## config.mk

```make
export PLATFORM = sky130hd
export DESIGN_NAME = pwr_seq_ctrl
export DESIGN_NICKNAME = d
export VERILOG_FILES = /design/src/rtl/pwr_seq_ctrl.sv
export SDC_FILE = /design/constraint.sdc
export NUM_CORES = 1
export LEC_CHECK = 0
export CAP_MARGIN = 20
export CELL_PAD_IN_SITES_DETAIL_PLACEMENT = 1
export CELL_PAD_IN_SITES_GLOBAL_PLACEMENT = 2
export CORE_MARGIN = 2
export CORE_UTILIZATION = 32
export CTS_CLUSTER_SIZE = 12
export DETAILED_ROUTE_END_ITERATION = 10
export HOLD_SLACK_MARGIN = 0.03
export PLACE_DENSITY_LB_ADDON = 0.1
export REMOVE_ABC_BUFFERS = 1
export SKIP_CTS_REPAIR_TIMING = 1
export SYNTH_ARGS = -nofsm -noshare
export SYNTH_HDL_FRONTEND = slang
export SYNTH_SLANG_ARGS = --single-unit
```

## constraint.sdc

```tcl
create_clock -name clk -period 3.65 [get_ports clk]
set_clock_uncertainty 0.1 [all_clocks]
set_input_delay 0.365 -clock clk [delete_from_list [all_inputs] [get_ports clk]]
set_output_delay 0.365 -clock clk [all_outputs]
set_load 0.1 [all_outputs]
```

## src/rtl/pwr_seq_ctrl.sv

```systemverilog
// Five-rail power sequencer: staged rail bring-up/tear-down handshaked with an external delay timer.
// Optional per-wait watchdog enabled by defining PWR_SEQ_WDOG_EN (timeout = WDOG_CYCLES clocks).
module pwr_seq_ctrl #(
    parameter int WDOG_CYCLES = 15
) (
    input  logic       clk,
    input  logic       reset,
    input  logic       start,
    input  logic       shutdown,
    input  logic       clear_fault,
    input  logic [4:0] T,
    input  logic [4:0] pgood,
    output logic       ld,
    output logic [4:0] sel,
    output logic [4:0] rail_en,
    output logic       busy,
    output logic       pwr_on,
    output logic       fault
);

    localparam logic [2:0] S_IDLE     = 3'd0;
    localparam logic [2:0] S_UP_LOAD  = 3'd1;
    localparam logic [2:0] S_UP_WAIT  = 3'd2;
    localparam logic [2:0] S_UP_CHECK = 3'd3;
    localparam logic [2:0] S_ON       = 3'd4;
    localparam logic [2:0] S_DN_LOAD  = 3'd5;
    localparam logic [2:0] S_DN_WAIT  = 3'd6;
    localparam logic [2:0] S_FAULT    = 3'd7;

    logic [2:0] state_q, state_d;
    logic [2:0] idx_q, idx_d;
    logic       abort_q, abort_d;
    logic       ld_q, ld_d;
    logic [4:0] sel_q, sel_d;
    logic [4:0] rail_en_q, rail_en_d;
    logic       busy_q, busy_d;
    logic       pwr_on_q, pwr_on_d;
    logic       fault_q, fault_d;
    logic [4:0] stage_bit;
    logic       done_hit;
    logic       done_bad;
    logic       wdog_expire;

    assign done_hit = (T == sel_q);
    assign done_bad = (T != 5'b00000) && !done_hit;

`ifdef PWR_SEQ_WDOG_EN
    localparam int WDW = $clog2(WDOG_CYCLES + 1);
    logic [WDW-1:0] wdog_q, wdog_d;

    assign wdog_expire = (32'(wdog_q) + 32'd1) >= 32'(WDOG_CYCLES);

    // Counter restarts on every entry into a wait state and only runs while staying there.
    always_comb begin
        wdog_d = '0;
        if ((state_q == S_UP_WAIT && state_d == S_UP_WAIT) ||
            (state_q == S_DN_WAIT && state_d == S_DN_WAIT)) begin
            wdog_d = wdog_q + 1'b1;
        end
    end

    always_ff @(posedge clk or negedge reset) begin
        if (!reset) begin
            wdog_q <= '0;
        end else begin
            wdog_q <= wdog_d;
        end
    end
`else
    assign wdog_expire = 1'b0;
`endif

    always_comb begin
        state_d   = state_q;
        idx_d     = idx_q;
        abort_d   = abort_q;
        sel_d     = sel_q;
        rail_en_d = rail_en_q;

        case (state_q)
            S_IDLE: begin
                if (start && !shutdown) begin
                    state_d = S_UP_LOAD;
                    idx_d   = 3'd0;
                end
            end
            S_UP_LOAD: begin
                state_d = S_UP_WAIT;
                abort_d = shutdown;
            end
            S_UP_WAIT: begin
                // An abort still waits here for the loaded stage's done so the timer is idle before the next ld.
                if (done_bad) begin
                    state_d = S_FAULT;
                end else if (done_hit) begin
                    state_d = (abort_q || shutdown) ? S_DN_LOAD : S_UP_CHECK;
                end else if (wdog_expire) begin
                    state_d = S_FAULT;
                end else if (shutdown) begin
                    abort_d = 1'b1;
                end
            end
            S_UP_CHECK: begin
                if (!pgood[idx_q]) begin
                    state_d = S_FAULT;
                end else if (shutdown) begin
                    state_d = S_DN_LOAD;
                end else if (idx_q == 3'd4) begin
                    state_d = S_ON;
                end else begin
                    state_d = S_UP_LOAD;
                    idx_d   = idx_q + 3'd1;
                end
            end
            S_ON: begin
                if ((pgood & rail_en_q) != rail_en_q) begin
                    state_d = S_FAULT;
                end else if (shutdown) begin
                    state_d = S_DN_LOAD;
                    idx_d   = 3'd4;
                end
            end
            S_DN_LOAD: begin
                state_d = S_DN_WAIT;
            end
            S_DN_WAIT: begin
                if (done_bad) begin
                    state_d = S_FAULT;
                end else if (done_hit) begin
                    if (idx_q == 3'd0) begin
                        state_d = S_IDLE;
                    end else begin
                        state_d = S_DN_LOAD;
                        idx_d   = idx_q - 3'd1;
                    end
                end else if (wdog_expire) begin
                    state_d = S_FAULT;
                end
            end
            S_FAULT: begin
                if (clear_fault) begin
                    state_d = S_IDLE;
                end
            end
        endcase

        if (state_d == S_IDLE) begin
            idx_d = 3'd0;
        end
        if (state_d != S_UP_WAIT) begin
            abort_d = 1'b0;
        end

        // Registered outputs are derived from the state being entered.
        stage_bit = 5'b00001 << idx_d;
        ld_d      = (state_d == S_UP_LOAD) || (state_d == S_DN_LOAD);
        if (ld_d) begin
            sel_d = stage_bit;
        end
        if (state_d == S_IDLE || state_d == S_ON || state_d == S_FAULT) begin
            sel_d = 5'b00000;
        end
        if (state_d == S_UP_LOAD) begin
            rail_en_d = rail_en_q | stage_bit;
        end
        if (state_d == S_DN_LOAD) begin
            rail_en_d = rail_en_q & ~stage_bit;
        end
        if (state_d == S_ON) begin
            rail_en_d = 5'b11111;
        end
        if (state_d == S_FAULT) begin
            rail_en_d = 5'b00000;
        end
        busy_d   = !(state_d == S_IDLE || state_d == S_ON || state_d == S_FAULT);
        pwr_on_d = (state_d == S_ON);
        fault_d  = (state_d == S_FAULT);
    end

    always_ff @(posedge clk or negedge reset) begin
        if (!reset) begin
            state_q   <= S_IDLE;
            idx_q     <= 3'd0;
            abort_q   <= 1'b0;
            ld_q      <= 1'b0;
            sel_q     <= 5'b00000;
            rail_en_q <= 5'b00000;
            busy_q    <= 1'b0;
            pwr_on_q  <= 1'b0;
            fault_q   <= 1'b0;
        end else begin
            state_q   <= state_d;
            idx_q     <= idx_d;
            abort_q   <= abort_d;
            ld_q      <= ld_d;
            sel_q     <= sel_d;
            rail_en_q <= rail_en_d;
            busy_q    <= busy_d;
            pwr_on_q  <= pwr_on_d;
            fault_q   <= fault_d;
        end
    end

    assign ld      = ld_q;
    assign sel     = sel_q;
    assign rail_en = rail_en_q;
    assign busy    = busy_q;
    assign pwr_on  = pwr_on_q;
    assign fault   = fault_q;

endmodule

```

==> out/metrics.json <==
{
  "avgSynthCellArea": {"value": 9.05, "unit": "sq um"},
  "synth.yosys.warnings": {"value": 0},
  "post_synth_edffs": {"value": 0},
  "grt.total_usage": {"value": 18.3, "unit": "%"},
  "timing.slew.headroom": {"value": 32.3, "unit": "%"},
  "hpwlAfterDp": {"value": 4.26, "unit": "mm"},
  "worst_setup_path_start_kind": {"value": "register"},
  "tightestPinTransition": {"value": 1.01, "unit": "ns"},
  "area_growth_syn_to_layout": {"value": 20.0, "unit": "%"},
  "max-cap-violations": {"value": 0},
  "initial_core_util": {"value": 33.7, "unit": "%"},
  "num-nets-final": {"value": 238},
  "post-synth-top-count-cell": {"value": "sky130_fd_sc_hd__nor2_1"},
  "outcome": {"value": "complete, no violations"},
  "cts_htree_levels": {"value": 1},
  "grt_first_pass_wirelength": {"value": 8.87, "unit": "mm"},
  "layout-drive-gt1-share": {"value": 13.7, "unit": "%"},
  "drt_pass1_iterations": {"value": 4},
  "dieHeight": {"value": 78.1, "unit": "microns"},
  "synth_flop_cell": {"value": "sky130_fd_sc_hd__dfrtp_1"},
  "cts.path.max_buffers": {"value": 2},
  "syn-instance-count": {"value": 194},
  "final.setup.tns": {"value": 0, "unit": "ns"},
  "proportion_of_synthesized_chip_area_in_sequential_cells": {"value": 29.9, "unit": "%"},
  "grt_setup_unrepaired": {"value": "false"},
  "post_synth_num_cell_types": {"value": 68},
  "full_die_area": {"value": 6090, "unit": "sq um"},
  "core_region_area": {"value": 5200, "unit": "sq um"},
  "ys_async_sr_fraction": {"value": 100, "unit": "%"},
  "dr_total_vias": {"value": 1583},
  "grt-ovfl-total": {"value": 0},
  "hold_class": {"value": "reg2reg"},
  "antenna_cells_inserted": {"value": 0},
  "final-setup-viol-count": {"value": 0},
  "cts_tree": {"value": "done"},
  "critPathMaxFanout": {"value": 8},
  "yosys_register_bits": {"value": 21},
  "top_level_ports": {"value": 29},
  "yosys.area.top_type": {"value": "sky130_fd_sc_hd__dfrtp_1"},
  "die_w": {"value": 78.1, "unit": "microns"},
  "postRouteWirelength": {"value": 5.33, "unit": "mm"},
  "post_synth_instance_area": {"value": 1760, "unit": "sq um"},
  "critical_path_required": {"value": 3.69, "unit": "ns"},
  "period_minus_slack": {"value": 3.08, "unit": "ns"},
  "synth_top_cell_area_share": {"value": 29.9, "unit": "%"},
  "clock-root-buffer": {"value": "sky130_fd_sc_hd__clkbuf_8"},
  "grt_pass1_vias": {"value": 1708},
  "final-max-slew-violation-count": {"value": 0},
  "cts-buffers-inserted": {"value": 3},
  "netlist_top_cells_count": {"value": "sky130_fd_sc_hd__nor2_1 (22), sky130_fd_sc_hd__dfrtp_1 (21), sky130_fd_sc_hd__nand2_1 (19), sky130_fd_sc_hd__inv_1 (8), sky130_fd_sc_hd__nor3_1 (7)"},
  "cts.sinks": {"value": 21},
  "timing.final.crit_share": {"value": 84.4, "unit": "%"},
  "fmax": {"value": 0.325, "unit": "GHz"},
  "r2r_start": {"value": "idx_q[1]"},
  "maximum_number_of_pins_on_one_net_before_global_route_repair": {"value": 22},
  "drt_drc_violations_left": {"value": 0},
  "cp-startpoint": {"value": "idx_q[1]"},
  "clock_insertion_delay_worst_skew": {"value": 0.26, "unit": "ns"},
  "drt_iter0_drc": {"value": 78},
  "worst_setup_ep_type": {"value": "register"},
  "timing.critical_path.arrival": {"value": 3.12, "unit": "ns"},
  "count_of_nets_left_with_antenna_violations_after_detail_routing": {"value": 0},
  "place.gp.congestion": {"value": 0.872},
  "number_of_cell_rows": {"value": 26},
  "hold_path_startpoint": {"value": "sel[1]"},
  "clkSlewWorstSetupHoldPaths": {"value": 0.08, "unit": "ns"},
  "hold_violations": {"value": 0},
  "place.port_buffers": {"value": 28},
  "wl_per_cell": {"value": 18.4, "unit": "microns"},
  "synth.top_cells.by_area": {"value": "sky130_fd_sc_hd__dfrtp_1 (30%), sky130_fd_sc_hd__nor2_1 (4.7%), sky130_fd_sc_hd__nand2_1 (4.1%)"},
  "vias_per_std_cell": {"value": 5.48},
  "initial_antenna_violation_count": {"value": 0},
  "critical_setup_path_class": {"value": "reg2reg"}
}
## worst max-delay path, stage by stage, from the launching register on
cell and delay, ns:
sky130_fd_sc_hd__dfrtp_1 0.57, sky130_fd_sc_hd__inv_1 0.15, sky130_fd_sc_hd__ha_1 0.28, sky130_fd_sc_hd__nand2b_1 0.17
sky130_fd_sc_hd__a32oi_1 0.19, sky130_fd_sc_hd__nand2_1 0.08, sky130_fd_sc_hd__o31a_1 0.34, sky130_fd_sc_hd__o22ai_4 0.22
sky130_fd_sc_hd__or3b_1 0.38, sky130_fd_sc_hd__a21o_1 0.19, sky130_fd_sc_hd__a221o_1 0.29
## path summary, 6_finish.rpt
path | to | slack (ns) | cells past startpoint
setup / recovery | rail_en[2] | 0.57 | 10
hold / removal | sel[1] | 0.46 | 2
setup reg to reg | rail_en[2] | 0.57 | 10
hold reg to reg | sel[1] | 0.46 | 2
max in group asynchronous | idx_q[0] | 2.28 | 1
min in group asynchronous | sel[0] | 0.56 | 1
## kinds of logic after synthesis
| kind of cell | count (synthesis) | share of synthesized area, % |
|---|---|---|
| AND/OR/NAND/NOR | 86 | 27.8 |
| AO/OA/AOI/OAI | 56 | 27.1 |
| flip-flops | 21 | 29.9 |
| buffers and inverters | 18 | 6.34 |
| XOR/XNOR | 5 | 2.49 |
| multiplexers | 5 | 4.21 |
| adder cells (fa/ha/maj) | 3 | 2.14 |
## cell type report
type,instances,area [sq um]
inverters,9,33.8
clock buffers,4,45.0
repair buffers,30,295
flip-flops and latches,21,526
well taps,70,87.6
fillers,628,3100
multi-input cells,155,1120
## layer usage
layer  vias up  wire [microns]  GRT usage, %
met4         0             104          5.26
li1        778               -             -
met1       774            2560          25.2
met2        23            2570          30.3
met5         -               0             0
met3         8              97          1.95
## registers in the layout (all words and copies together) (netlist names)
name and flops:
abort_q 1, rail_en 5, pwr_on 1, ld 1
fault 1, idx_q 3, state_q 3, busy 1
sel 5
## cell usage in the layout, fill, tap and decap left out, types with 2 or more instances in the layout
cell type and n:
sky130_fd_sc_hd__nor2b_1 5, sky130_fd_sc_hd__nand2_1 19, sky130_fd_sc_hd__mux2_4 2, sky130_fd_sc_hd__a311o_1 2, sky130_fd_sc_hd__a31oi_1 6, sky130_fd_sc_hd__clkbuf_8 3, sky130_fd_sc_hd__a21oi_1 6, sky130_fd_sc_hd__xnor2_1 5
sky130_fd_sc_hd__clkdlybuf4s50_1 28, sky130_fd_sc_hd__a211oi_1 3, sky130_fd_sc_hd__buf_4 2, sky130_fd_sc_hd__nand3_1 6, sky130_fd_sc_hd__nor2_1 22, sky130_fd_sc_hd__ha_1 3, sky130_fd_sc_hd__inv_1 8, sky130_fd_sc_hd__nor3_1 7
sky130_fd_sc_hd__nand2b_1 5, sky130_fd_sc_hd__nand4_1 2, sky130_fd_sc_hd__a21o_1 2, sky130_fd_sc_hd__and2b_2 2, sky130_fd_sc_hd__nor4_1 3, sky130_fd_sc_hd__o211ai_1 3, sky130_fd_sc_hd__o21ai_0 4, sky130_fd_sc_hd__nand3_2 2
sky130_fd_sc_hd__a22o_1 3, sky130_fd_sc_hd__and2_1 2, sky130_fd_sc_hd__o31a_1 2, sky130_fd_sc_hd__a32oi_1 2, sky130_fd_sc_hd__dfrtp_1 21
## stage by stage
step	hold slack (ns)	utilization, %	std cells	setup slack, ns	area [sq um]
finish	0.465	40.5	289	0.570	2110
global route	0.502	40.5	289	0.340	2110
CTS	0.465	40.5	289	0.572	2110
detailed placement	0.443	39.6	285	0.447	2060
global placement	0.438	39.6	285	0.498	2060
floorplan	-0.0306	-	185	0.598	1680
Power is left out: the tool's default activity adds up to more than one toggle a clock period on the data nets, which glitch-free logic cannot reach.
